[src/rtl/serial_byte_loader.sv]
// serial_byte_loader
//   Assembles an 8-bit byte from a qualified serial bit stream and commits it
//   to the downstream byte_memory stage (transparent D-latch array) through a
//   registered data bus and a one-cycle store strobe. data only changes on the
//   edge that raises store, so it is stable while store is high and afterwards.
//
//   Optional feature macro: SERIAL_BYTE_LOADER_PARITY_EN
//     defined   -> a ninth (even parity) bit follows the data bits; a bad
//                  parity bit drops the frame and sets the sticky err flag.
//     undefined -> the 8th data bit commits directly; err is tied 0.
//
// Parameters
//   LSB_FIRST   1: first received bit lands in data[0]; 0: in data[7].
// Ports
//   clk         in   single clock, rising edge
//   rst_n       in   asynchronous active-low reset
//   frame_start in   one-cycle request to begin a new byte
//   bit_in      in   serial data bit
//   bit_valid   in   bit_in is sampled on edges where this is high
//   abort       in   discard the frame in progress
//   data        out  [7:0] registered committed byte (to byte_memory.data)
//   store       out  registered one-cycle commit strobe (to byte_memory.store)
//   busy        out  high in any state other than IDLE
//   bit_cnt     out  [3:0] data bits accepted in the current frame (0..8)
//   byte_count  out  [7:0] committed bytes, modulo 256
//   err         out  sticky parity error flag
module serial_byte_loader #(
  parameter int unsigned LSB_FIRST = 1
) (
  input  logic       clk,
  input  logic       rst_n,
  input  logic       frame_start,
  input  logic       bit_in,
  input  logic       bit_valid,
  input  logic       abort,
  output logic [7:0] data,
  output logic       store,
  output logic       busy,
  output logic [3:0] bit_cnt,
  output logic [7:0] byte_count,
  output logic       err
);

  localparam logic [1:0] S_IDLE   = 2'd0;
  localparam logic [1:0] S_SHIFT  = 2'd1;
`ifdef SERIAL_BYTE_LOADER_PARITY_EN
  localparam logic [1:0] S_PARITY = 2'd2;
`endif
  localparam logic [1:0] S_COMMIT = 2'd3;

  logic [1:0] r_state;
  logic [7:0] r_shift;
  logic [7:0] r_data;
  logic       r_store;
  logic [3:0] r_bit_cnt;
  logic [7:0] r_byte_count;
  logic [7:0] w_shift_next;
  logic       w_last_bit;

  // Shift direction is fixed by the parameter, so the bit-to-position
  // mapping never changes within a frame.
  always_comb begin
    if (LSB_FIRST != 0) w_shift_next = {bit_in, r_shift[7:1]};
    else                w_shift_next = {r_shift[6:0], bit_in};
  end

  assign w_last_bit = (r_bit_cnt == 4'd7);

`ifdef SERIAL_BYTE_LOADER_PARITY_EN
  logic r_err;
  logic w_parity_ok;

  // Even parity: XOR over the eight data bits and the parity bit is zero.
  assign w_parity_ok = ~(^r_shift ^ bit_in);
  assign err         = r_err;
`else
  assign err         = 1'b0;
`endif

  always_ff @(posedge clk or negedge rst_n) begin
    if (!rst_n) begin
      r_state      <= S_IDLE;
      r_shift      <= '0;
      r_data       <= '0;
      r_store      <= 1'b0;
      r_bit_cnt    <= '0;
      r_byte_count <= '0;
`ifdef SERIAL_BYTE_LOADER_PARITY_EN
      r_err        <= 1'b0;
`endif
    end else begin
      // store is only ever raised for the single edge entering COMMIT.
      r_store <= 1'b0;
      case (r_state)
        S_IDLE: begin
          if (frame_start) begin
            r_state   <= S_SHIFT;
            r_bit_cnt <= '0;
`ifdef SERIAL_BYTE_LOADER_PARITY_EN
            r_err     <= 1'b0;
`endif
          end
        end
        S_SHIFT: begin
          if (abort) begin
            r_state   <= S_IDLE;
            r_bit_cnt <= '0;
          end else if (bit_valid) begin
            r_shift   <= w_shift_next;
            r_bit_cnt <= r_bit_cnt + 4'd1;
            if (w_last_bit) begin
`ifdef SERIAL_BYTE_LOADER_PARITY_EN
              r_state      <= S_PARITY;
`else
              r_state      <= S_COMMIT;
              r_data       <= w_shift_next;
              r_store      <= 1'b1;
              r_byte_count <= r_byte_count + 8'd1;
`endif
            end
          end
        end
`ifdef SERIAL_BYTE_LOADER_PARITY_EN
        S_PARITY: begin
          if (abort) begin
            r_state   <= S_IDLE;
            r_bit_cnt <= '0;
          end else if (bit_valid) begin
            if (w_parity_ok) begin
              r_state      <= S_COMMIT;
              r_data       <= r_shift;
              r_store      <= 1'b1;
              r_byte_count <= r_byte_count + 8'd1;
            end else begin
              r_state <= S_IDLE;
              r_err   <= 1'b1;
            end
          end
        end
`endif
        S_COMMIT: begin
          // bit_valid and abort are ignored here; only frame_start matters.
          if (frame_start) begin
            r_state   <= S_SHIFT;
            r_bit_cnt <= '0;
          end else begin
            r_state <= S_IDLE;
          end
        end
        default: r_state <= S_IDLE;
      endcase
    end
  end

  assign data       = r_data;
  assign store      = r_store;
  assign busy       = (r_state != S_IDLE);
  assign bit_cnt    = r_bit_cnt;
  assign byte_count = r_byte_count;

endmodule

[config.mk]
export PLATFORM = sky130hd
export DESIGN_NAME = serial_byte_loader
export DESIGN_NICKNAME = d
export VERILOG_FILES = /design/src/rtl/serial_byte_loader.sv
export SDC_FILE = /design/constraint.sdc
export NUM_CORES = 1
export LEC_CHECK = 0
export ABC_AREA = 1
export CORE_MARGIN = 2
export CORE_UTILIZATION = 46
export CTS_CLUSTER_DIAMETER = 100
export DETAILED_ROUTE_END_ITERATION = 10
export PLACE_DENSITY_LB_ADDON = 0.25
export RECOVER_POWER = 50
export SETUP_SLACK_MARGIN = 0.5
export SLEW_MARGIN = 20
export SYNTH_ARGS = -nofsm -noshare
export SYNTH_HDL_FRONTEND = slang
export SYNTH_SLANG_ARGS = --single-unit
[constraint.sdc]
create_clock -name clk -period 1.22 [get_ports clk]
set_input_delay 0.366 -clock clk [delete_from_list [all_inputs] [get_ports clk]]
set_output_delay 0.366 -clock clk [all_outputs]
set_load 0.01 [all_outputs]
==> run summary, run 1 <==
hold path depth - 2
dpl ws - -416 ps
Post-Syn Instances - 183
Max Clock Skew - 12.9 ps
setup ws final - -245 ps
post-DR vias/cell - 4.93
TritonCTS Buffers - 5
first-pass GRT wire length - 5.95 mm
initial antenna violation count - 0
Net count, final - 264
Diodes inserted - 0
WHS Endpoint - data[7]
endpoints failing setup - 42
Power per Cell Area - 1440 nW/um2
Worst Setup End Kind - flop
Pre-Repair DR Iteration Count - 5
Clk pwr share - 0.175
GRT Total Usage - 0.216
gpl congestion - 0.764
Remaining Overflow, GRT - 0
Fin. Hold Viols - 0
Die Span X - 61.8 um
leading area contributor after synthesis - dfrtp_1
register area share after synthesis - 0.488
Combinational Power Share - 0.439
Switching Share - 0.376
DRT iter0 DRCs - 74
layout cell share with drive strength beyond 1 - 0.427
Area growth syn-to-layout - 45.2%
CTS root buf - clkbuf_4
Yosys cell types - 25
Internal Power - 2.01 mW
Cell Rows - 20
critical path required time - 1440 ps
maximum buffer depth of the clock tree - 2
Finished Layout Cells - 297
Die ar. - 3820 um2
Worst EP arrival - 1680 ps
Slew Limit Headroom - 0.492
status - complete, but fails checks
R2R depth - 10
CTS H-tree depth - 2
maximum VDD drop - 1.44 mV
Yosys top cell area share - 0.488
Worst-path clk slew - 90 ps
max-cap viol count - 0
via count - 1,463
largest net degree at the start of global routing - 31
highest clock rate - 683 MHz
die height - 61.8 um
YS warnings - 0
Final TNS setup - -5770 ps
Critical R2R Capture - byte_count[6]
period utilization - 1.20
Reg power frac - 0.386
DP HPWL - 2.42 mm
top cells by area, synth - dfrtp_1 49%, nand2_1 15%, inv_1 5.6%, ha_1 4.9%, o21ai_2 4.6%
Netlist Area Pre-Place - 1540 um2
Lkg Pwr - 1.21 nW
clk_lat worst skew - 330 ps
critical-path cell list - inv_2, buf_6, buf_6, ha_4, nand3_4, nor2_4, buf_12, nand3_2, nand2_1, nand2_1
DRC Markers - 0
hold crit path type - reg -> reg
critical path's largest stage delay - 410 ps
final critical-path required period - 1470 ps
post-placement cell count - 273
Post-DRT Antenna Nets - 0
post-placement cell area - 2070 um2
number of global-route vias before repair - 1,424
Reg-to-Reg Start - r_state[1]
Design Area, Final - 2230 um2
clk sink count - 30
Initial Util - 0.492
Port-buffer cells - 27
crit-path max FO - 6
Avg Inst Size Synth - 8.40 um2
post-synthesis register bit count - 30
Switching Power - 1.21 mW
HP Start - data[7]
Crit Path Category - reg -> reg
TritonCTS clock tree - built
DRT Wirelength - 3.69 mm
wire per inst - 12.4 um
I/O Pins - 29
CP max stage cell - dfrtp_1
RSZ-0062 raised after global routing - yes
area of the core - 3130 um2
Worst-Margin Slew - 762 ps
post-synthesis net count - 195
failing checks - negative setup slack
Post-Route Utilization - 0.714
Critical Path Source Type - flop
Fill cells - 252
reg2reg setup slack - -250 ps
Max Transition Viols Final - 0
-- what timing repair did --
item | CTS | global route
gates cloned | 1 | 0
hold buffers | 0 | 0
setup buffers | 12 | 3
pin swaps | 9 | 13
gates resized for setup | 97 | 16
endpoints found under the setup margin | 52 | 52
-- cell usage in the layout, fill, tap and decap left out, types with 3 or more instances in the layout --
cell	n
buf_2	16
buf_4	33
buf_6	9
clkbuf_4	5
clkdlybuf4s50_1	5
dfrtp_1	26
dfrtp_2	4
ha_1	4
inv_1	18
inv_2	5
nand2_1	57
nand2_2	5
nand3_1	6
nand3_2	4
nand4_1	3
nor2_1	10
nor2_4	3
o21ai_0	8
o21ai_2	10
-- Yosys cell counts --
cell      count
nor2_4        1
dfrtp_1      30
or2_2         1
nand2_4       1
inv_2         2
nor2_1       10
nand4_1       3
buf_4         1
buf_2         1
nand3b_1      1
xor2_1        1
nand2_1      63
or2_0         1
o21ai_1       2
inv_1        23
xnor2_1       1
nand3_1       9
buf_6         3
ha_1          6
nand3_4       1
o21ai_2       8
nor2_2        2
conb_1        1
o21ai_0      10
nand3_2       1
-- flip-flops by register name, indices dropped and copies added, names as in the netlist --
register	flops
r_state	2
store	1
data	8
r_shift	7
byte_count	8
bit_cnt	4
-- power by group through the flow --
stage	registers [mW]	clock network (mW)	logic, mW
6_report	1.24	0.563	1.41
3_3_place_gp	1.25	0	1.22
3_5_place_dp	1.26	0	1.31
4_1_cts	1.24	0.580	1.38
2_1_floorplan	1.28	0	0.818
5_1_grt	1.26	0.639	1.57
-- stage by stage --
step	hold WS (ps)	total power, mW
final	494	3.22
after floorplan	70.4	2.10
after global placement	456	2.47
after detailed placement	465	2.56
after CTS	383	3.19
after global routing	522	3.46
-- cell families (layout without fill, tap and decap cells) --
group,Yosys count,count (layout),share of synthesized area
xor+xnor,2,2,0.0114
other cells,1,1,0.00244
fa+ha+maj,6,6,0.0488
compound gates,20,20,0.0846
flops,30,30,0.488
simple gates,94,95,0.273
buf+inv,30,99,0.0911
-- worst max-delay path, delay by kind of cell, from the launching register on --
kind | cells | cell delay, ps
adder cells (fa/ha/maj) | 1 | 150
AND/OR/NAND/NOR | 5 | 410
flip-flops | 1 | 410
buffers and inverters | 4 | 390
-- cell type report --
class	count	area [um2]	area share
Clock buffer	6	41.3	0.0185
Tap cell	44	55.1	0.0247
Timing Repair Buffer	66	524	0.235
Clock inverter	2	10.0	0.00448
Inverter	25	98.8	0.0443
Multi-Input combinational cell	124	747	0.335
Sequential cell	30	756	0.339
-- layer usage --
metal / GRT usage / part of all wire
met2: 0.388 / 0.54
met4: 0.0912 / 0.012
met1: 0.239 / 0.40
met3: 0.0580 / 0.051
met5: 0 / 0
-- how the worst max path moves through the flow --
stage                                to        from  slack [ps]  cells past startpoint
after floorplan           byte_count[3]  bit_cnt[0]         -50                      7
after global placement    byte_count[3]       abort        -370                      8
after detailed placement  byte_count[6]       abort        -420                      8
after CTS                          busy  r_state[0]        -260                      4
after global routing      byte_count[6]  r_state[1]        -300                     10
final                     byte_count[6]  r_state[1]        -250                     10
(Power assumes the default switching activity.)
==> run 2, diff against run 1 <==
--- a/config.mk
+++ b/config.mk
@@ -10,8 +10,7 @@
 export CORE_UTILIZATION = 46
 export CTS_CLUSTER_DIAMETER = 100
 export DETAILED_ROUTE_END_ITERATION = 10
-export PLACE_DENSITY_LB_ADDON = 0.25
-export RECOVER_POWER = 50
+export PLACE_DENSITY = 0.75
 export SETUP_SLACK_MARGIN = 0.5
 export SLEW_MARGIN = 20
 export SYNTH_ARGS = -nofsm -noshare
==> run summary, run 2 (same netlist as run 1, synthesis figures left out) <==
clk_lat worst skew - 330 ps (about the same)
post-DR vias/cell - 4.95 (+0.57%)
Fill cells - 190 (-25%)
endpoints failing setup - 48 (+14%)
TritonCTS Buffers - 5 (unchanged)
TritonCTS clock tree - built
initial antenna violation count - 0 (unchanged)
Area growth syn-to-layout - 63.0%
post-placement cell count - 274 (+0.37%)
Crit Path Category - reg -> reg
Internal Power - 2.65 mW (+32%)
via count - 1,516 (+3.6%)
status - complete, but fails checks
CP max stage cell - dfrtp_1
maximum buffer depth of the clock tree - 2 (unchanged)
DP HPWL - 2.41 mm (-0.41%)
Pre-Repair DR Iteration Count - 4 (-1)
Power per Cell Area - 1610 nW/um2 (+12%)
hold crit path type - in -> async
first element of the critical path - r_state[1]
I/O Pins - 29 (unchanged)
Clk pwr share - 0.261 (+0.086)
failing checks - negative setup slack
commonest non-fill, non-tap cell in the layout - nand2_1
Die Span X - 61.8 um (unchanged)
Worst-path clk slew - 100 ps (about the same)
critical path required time - 1450 ps (about the same)
number of global-route vias before repair - 1,455 (+2.2%)
largest net degree at the start of global routing - 31 (unchanged)
most frequent cells in the layout - 50 x nand2_1, 34 x buf_4, 26 x dfrtp_1, 17 x inv_1, 16 x buf_6
die height - 61.8 um (unchanged)
RSZ-0062 raised after global routing - yes
Finished Layout Cells - 306 (+3.0%)
CTS H-tree depth - 2 (unchanged)
highest clock rate - 672 MHz (-1.5%)
Worst EP arrival - 1720 ps (+40 ps)
wire per inst - 13.7 um (+11%)
Post-DRT Antenna Nets - 0 (unchanged)
maximum VDD drop - 1.29 mV (-10%)
Remaining Overflow, GRT - 0 (unchanged)
critical-path cell list - inv_2, buf_4, ha_4, nand3_4, nor2_4, buf_6, nand3_2, nand2_1, nand2_1
Critical Path Source Type - flop
gpl congestion - 0.768 (+0.58%)
GRT Total Usage - 0.237 (+0.0214)
CTS root buf - clkbuf_4
Max Clock Skew - 4.01 ps (-8.87 ps)
Die ar. - 3820 um2 (unchanged)
period utilization - 1.22 (+0.0188)
DRC Markers - 0 (unchanged)
Switching Share - 0.343 (-0.0334)
Initial Util - 0.492 (unchanged)
layout cell share with drive strength beyond 1 - 0.496 (+0.0693)
max-cap viol count - 0 (unchanged)
DRT Wirelength - 4.21 mm (+14%)
Port-buffer cells - 27 (unchanged)
Reg-to-Reg Start - r_state[1]
dpl ws - -393 ps (+22.6 ps)
Combinational Power Share - 0.427 (-0.012)
first-pass GRT wire length - 6.51 mm (+9.3%)
Cell Rows - 20 (unchanged)
Worst Setup End Kind - flop
setup ws final - -268 ps (-23.0 ps)
cts hold-fix bufs - 0 (unchanged)
clk sink count - 30 (unchanged)
DRT iter0 DRCs - 118 (+59%)
critical path's largest stage delay - 410 ps (about the same)
Max Transition Viols Final - 0 (unchanged)
final critical-path required period - 1490 ps (+23.0 ps)
crit-path max FO - 4 (-2)
Fin. Hold Viols - 0 (unchanged)
Lkg Pwr - 1.26 nW (+3.9%)
Reg power frac - 0.312 (-0.074)
most used cell, CP - nand2_1
Diodes inserted - 0 (unchanged)
Net count, final - 273 (+3.4%)
Switching Power - 1.38 mW (+14%)
area of the core - 3130 um2 (unchanged)
-- run 2: cell count changes in the layout (fill, tap and decap cells not counted), moves of 2 or more --
cell and change:
nor2_1 -2, nand2_8 +3, nand2_1 -7, buf_2 -2, buf_6 +7, nor2_2 +2, o21ai_0 -7, clkinv_2 -2
nand2_2 +7, bufinv_16 +2, o21ai_1 +6
-- run 2: layout make-up --
| cell class | count | area (um2) | area share |
|---|---|---|---|
| Multi-Input combinational cell | 126 | 842 | 0.336 |
| Sequential cell | 30 | 756 | 0.302 |
| Timing Repair Buffer | 73 | 631 | 0.252 |
| Inverter | 25 | 111 | 0.0444 |
| Clock inverter | 2 | 60.1 | 0.0240 |
| Tap cell | 44 | 55.1 | 0.0220 |
| Clock buffer | 6 | 51.3 | 0.0205 |
-- run 2: per-layer routing --
metal / GRT usage / vias up / wire [um]
met2: 0.415 / 47 / 2270
met3: 0.0725 / 11 / 217
met5: 0 / - / 0
met4: 0.0821 / 0 / 104
met1: 0.275 / 728 / 1620
li1: - / 730 / -
-- run 2: metrics by stage --
step | TNS, ps | cell area [um2] | util | total power, mW | hold slack (ps)
after floorplan | -359 | 1580 | - | 2.10 | 70.4
after global placement | -8910 | 2060 | 0.660 | 2.49 | 460
after detailed placement | -10040 | 2060 | 0.660 | 2.57 | 466
after CTS | -4790 | 2330 | 0.746 | 3.82 | 385
after global routing | -9290 | 2510 | 0.801 | 4.29 | 379
final | -6470 | 2510 | 0.801 | 4.04 | 383
-- run 2: worst paths after layout --
path / to / slack, ps / depth (start not counted)
max: byte_count[7] / -270 / 9
min in group clk: data[0] / 500 / 2
max in group asynchronous: r_state[0] / 650 / 2
max reg2reg: byte_count[7] / -270 / 9
min: data[5] / 380 / 2
min reg2reg: data[0] / 500 / 2
-- run 2: power by group through the flow --
stage	clock network [mW]	registers [mW]	logic (mW)
CTS	1.07	1.23	1.51
finish	1.05	1.26	1.72
global route	1.12	1.27	1.90
detailed placement	0	1.25	1.32
floorplan	0	1.28	0.818
global placement	0	1.25	1.25
-- run 2: what timing repair did --
action | 4_1_cts | 5_1_grt
cloned | 4 | 0
hold endpoints to repair | 0 | 0
resized for setup | 127 | 24
endpoints found under the setup margin | 52 | 52
pin swaps | 10 | 9
setup buffers | 11 | 9
-- run 2: worst max-delay path, delay by kind of cell, from the launching register on --
kind,cells,cell delay (ps)
simple gates,5,500
flops,1,410
buf+inv,3,330
fa+ha+maj,1,160
==> run 3, diff against run 2 <==
--- a/config.mk
+++ b/config.mk
@@ -11,7 +11,6 @@
 export CTS_CLUSTER_DIAMETER = 100
 export DETAILED_ROUTE_END_ITERATION = 10
 export PLACE_DENSITY = 0.75
-export SETUP_SLACK_MARGIN = 0.5
 export SLEW_MARGIN = 20
 export SYNTH_ARGS = -nofsm -noshare
 export SYNTH_HDL_FRONTEND = slang
==> run summary, run 3 (same netlist as run 1, synthesis figures left out) <==
setup ws final - -333 ps (-65.3 ps)
Cell Rows - 20 (unchanged)
CP max stage cell - dfrtp_1
reg2reg setup slack - -330 ps (-70 ps)
cts hold-fix bufs - 0 (unchanged)
commonest non-fill, non-tap cell in the layout - buf_4
most used cell, CP - nand2_1
R2R depth - 8 (-1)
Net count, final - 282 (+3.3%)
Pre-Repair DR Iteration Count - 4 (unchanged)
Crit Path Category - reg -> reg
critical path required time - 1490 ps (+40 ps)
Initial Util - 0.492 (unchanged)
critical-path cell list - inv_2, ha_4, inv_1, nor2_1, nand2_1, nand2_2, nand2_1, nand2_1
Worst EP arrival - 1830 ps (+110 ps)
critical path's largest stage delay - 390 ps (-20 ps)
GR Layer Usage met1 - 0.249 (-0.0259)
Worst-path clk slew - 110 ps (about the same)
status - complete, but fails checks
Fill cells - 143 (-25%)
TritonCTS clock tree - built
Power per Cell Area - 1570 nW/um2 (-2.4%)
highest clock rate - 644 MHz (-4.2%)
first element of the critical path - r_state[1]
busiest metal layer after global routing - met2
Diodes inserted - 0 (unchanged)
WP buf/inv - 2 (-1)
Max Clock Skew - 14.2 ps (+10.2 ps)
clk sink count - 30 (unchanged)
Post-DRT Antenna Nets - 0 (unchanged)
post-DR vias/cell - 5.27 (+6.3%)
RSZ-0062 raised after global routing - yes
Remaining Overflow, GRT - 0 (unchanged)
failing checks - negative setup slack
I/O Pins - 29 (unchanged)
DRC Markers - 0 (unchanged)
hold crit path type - in -> async
DRT iter0 DRCs - 124 (+5.1%)
Design Area, Final - 2650 um2 (+5.7%)
Reg-to-Reg Start - r_state[1]
initial antenna violation count - 0 (unchanged)
crit-path max FO - 4 (unchanged)
largest net degree at the start of global routing - 31 (unchanged)
final critical-path required period - 1550 ps (+65.3 ps)
layout cell share with drive strength beyond 1 - 0.572 (+0.0758)
Worst Setup End Kind - flop
Lkg Pwr - 1.35 nW (+7.3%)
period utilization - 1.27 (+0.0536)
Fin. Hold Viols - 0 (unchanged)
number of global-route vias before repair - 1,555 (+6.9%)
area of the core - 3130 um2 (unchanged)
TritonCTS Buffers - 5 (unchanged)
gpl congestion - 0.771 (+0.33%)
Port-buffer cells - 27 (unchanged)
Die Span X - 61.8 um (unchanged)
maximum VDD drop - 1.50 mV (+16%)
wire per inst - 16.8 um (+22%)
Area growth syn-to-layout - 72.3%
CTS root buf - clkbuf_4
via count - 1,659 (+9.4%)
met3 usage - 0.0642 (-0.00828)
total power - 4.16 mW (+3.2%)
Post-Route Utilization - 0.847 (+0.0460)
maximum buffer depth of the clock tree - 2 (unchanged)
DP HPWL - 2.38 mm (-1.0%)
GRT Total Usage - 0.242 (+0.00442)
max-cap viol count - 0 (unchanged)
post-placement cell count - 275 (+0.36%)
die height - 61.8 um (unchanged)
Critical R2R Capture - bit_cnt[3]
Worst Setup EP - bit_cnt[3]
first-pass GRT wire length - 6.64 mm (+2.1%)
Finished Layout Cells - 315 (+2.9%)
Worst path depth - 8 (-1)
grt met2 use - 0.444 (+0.0286)
DRT Wirelength - 5.30 mm (+26%)
CP top delay family - simple AND/OR/NAND/NOR gates
most frequent cells in the layout - 39 x buf_4, 37 x nand2_1, 29 x dfrtp_1, 20 x nand2_2, 17 x inv_1
CTS H-tree depth - 2 (unchanged)
Final TNS setup - -7300 ps (-836 ps)
endpoints failing setup - 48 (unchanged)
Max Transition Viols Final - 0 (unchanged)
post-placement cell area - 2060 um2 (about the same)
clk_lat worst skew - 340 ps (about the same)
Critical Path Source Type - flop
Die ar. - 3820 um2 (unchanged)
run 3: stage by stage:
step,worst slack (ps),hold WS [ps]
floorplan,-52.3,70.4
global placement,-329,464
detailed placement,-390,468
CTS,-258,386
global route,-412,378
finish,-333,375
run 3: area by class of cell:
cell class              instances  area [um2]  share of cell area
clock buffers                   7        55.1              0.0208
clock inverters                 1        30.0              0.0113
inverters                      25         109              0.0411
multi-input cells             126         941               0.355
flip-flops and latches         30         752               0.284
well taps                      44        55.1              0.0208
repair buffers                 82         708               0.267
run 3: repair_timing:
action | CTS | global route
setup buffers | 16 | 16
pin swaps | 13 | 19
resized for setup | 129 | 58
gates cloned | 4 | 0
endpoints found under the setup margin | 51 | 52
run 3: worst reg2reg max path: cells and delay by family, from the launching register on:
kind,cells,cell delay (ps)
adder cells (fa/ha/maj),1,280
AND/OR/NAND/NOR,5,690
flip-flops,1,390
buffers and inverters,2,140
run 3: how the worst min path moves through the flow:
stage / depth (start not counted) / slack, ps / end / start
global route: 2 / 380 / data[6] / rst_n
CTS: 2 / 390 / data[6] / rst_n
finish: 2 / 380 / data[6] / rst_n
global placement: 2 / 460 / data[0] / r_shift[1]
floorplan: 0 / 70 / bit_cnt[0] / rst_n
detailed placement: 2 / 470 / data[0] / r_shift[1]
run 3: routing by layer:
metal | wire length, um | vias to the layer above | part of all wire
met5 | 0 | - | 0
li1 | - | 747 | -
met2 | 2840 | 71 | 0.54
met3 | 270 | 26 | 0.051
met1 | 1930 | 815 | 0.36
met4 | 261 | 0 | 0.049
run 3: power breakdown:
group          switching, mW  internal [mW]  leakage, nW
registers              0.151           1.15        0.409
logic                   1.06          0.941        0.897
clock network          0.375          0.489       0.0455
total                   1.59           2.58         1.35
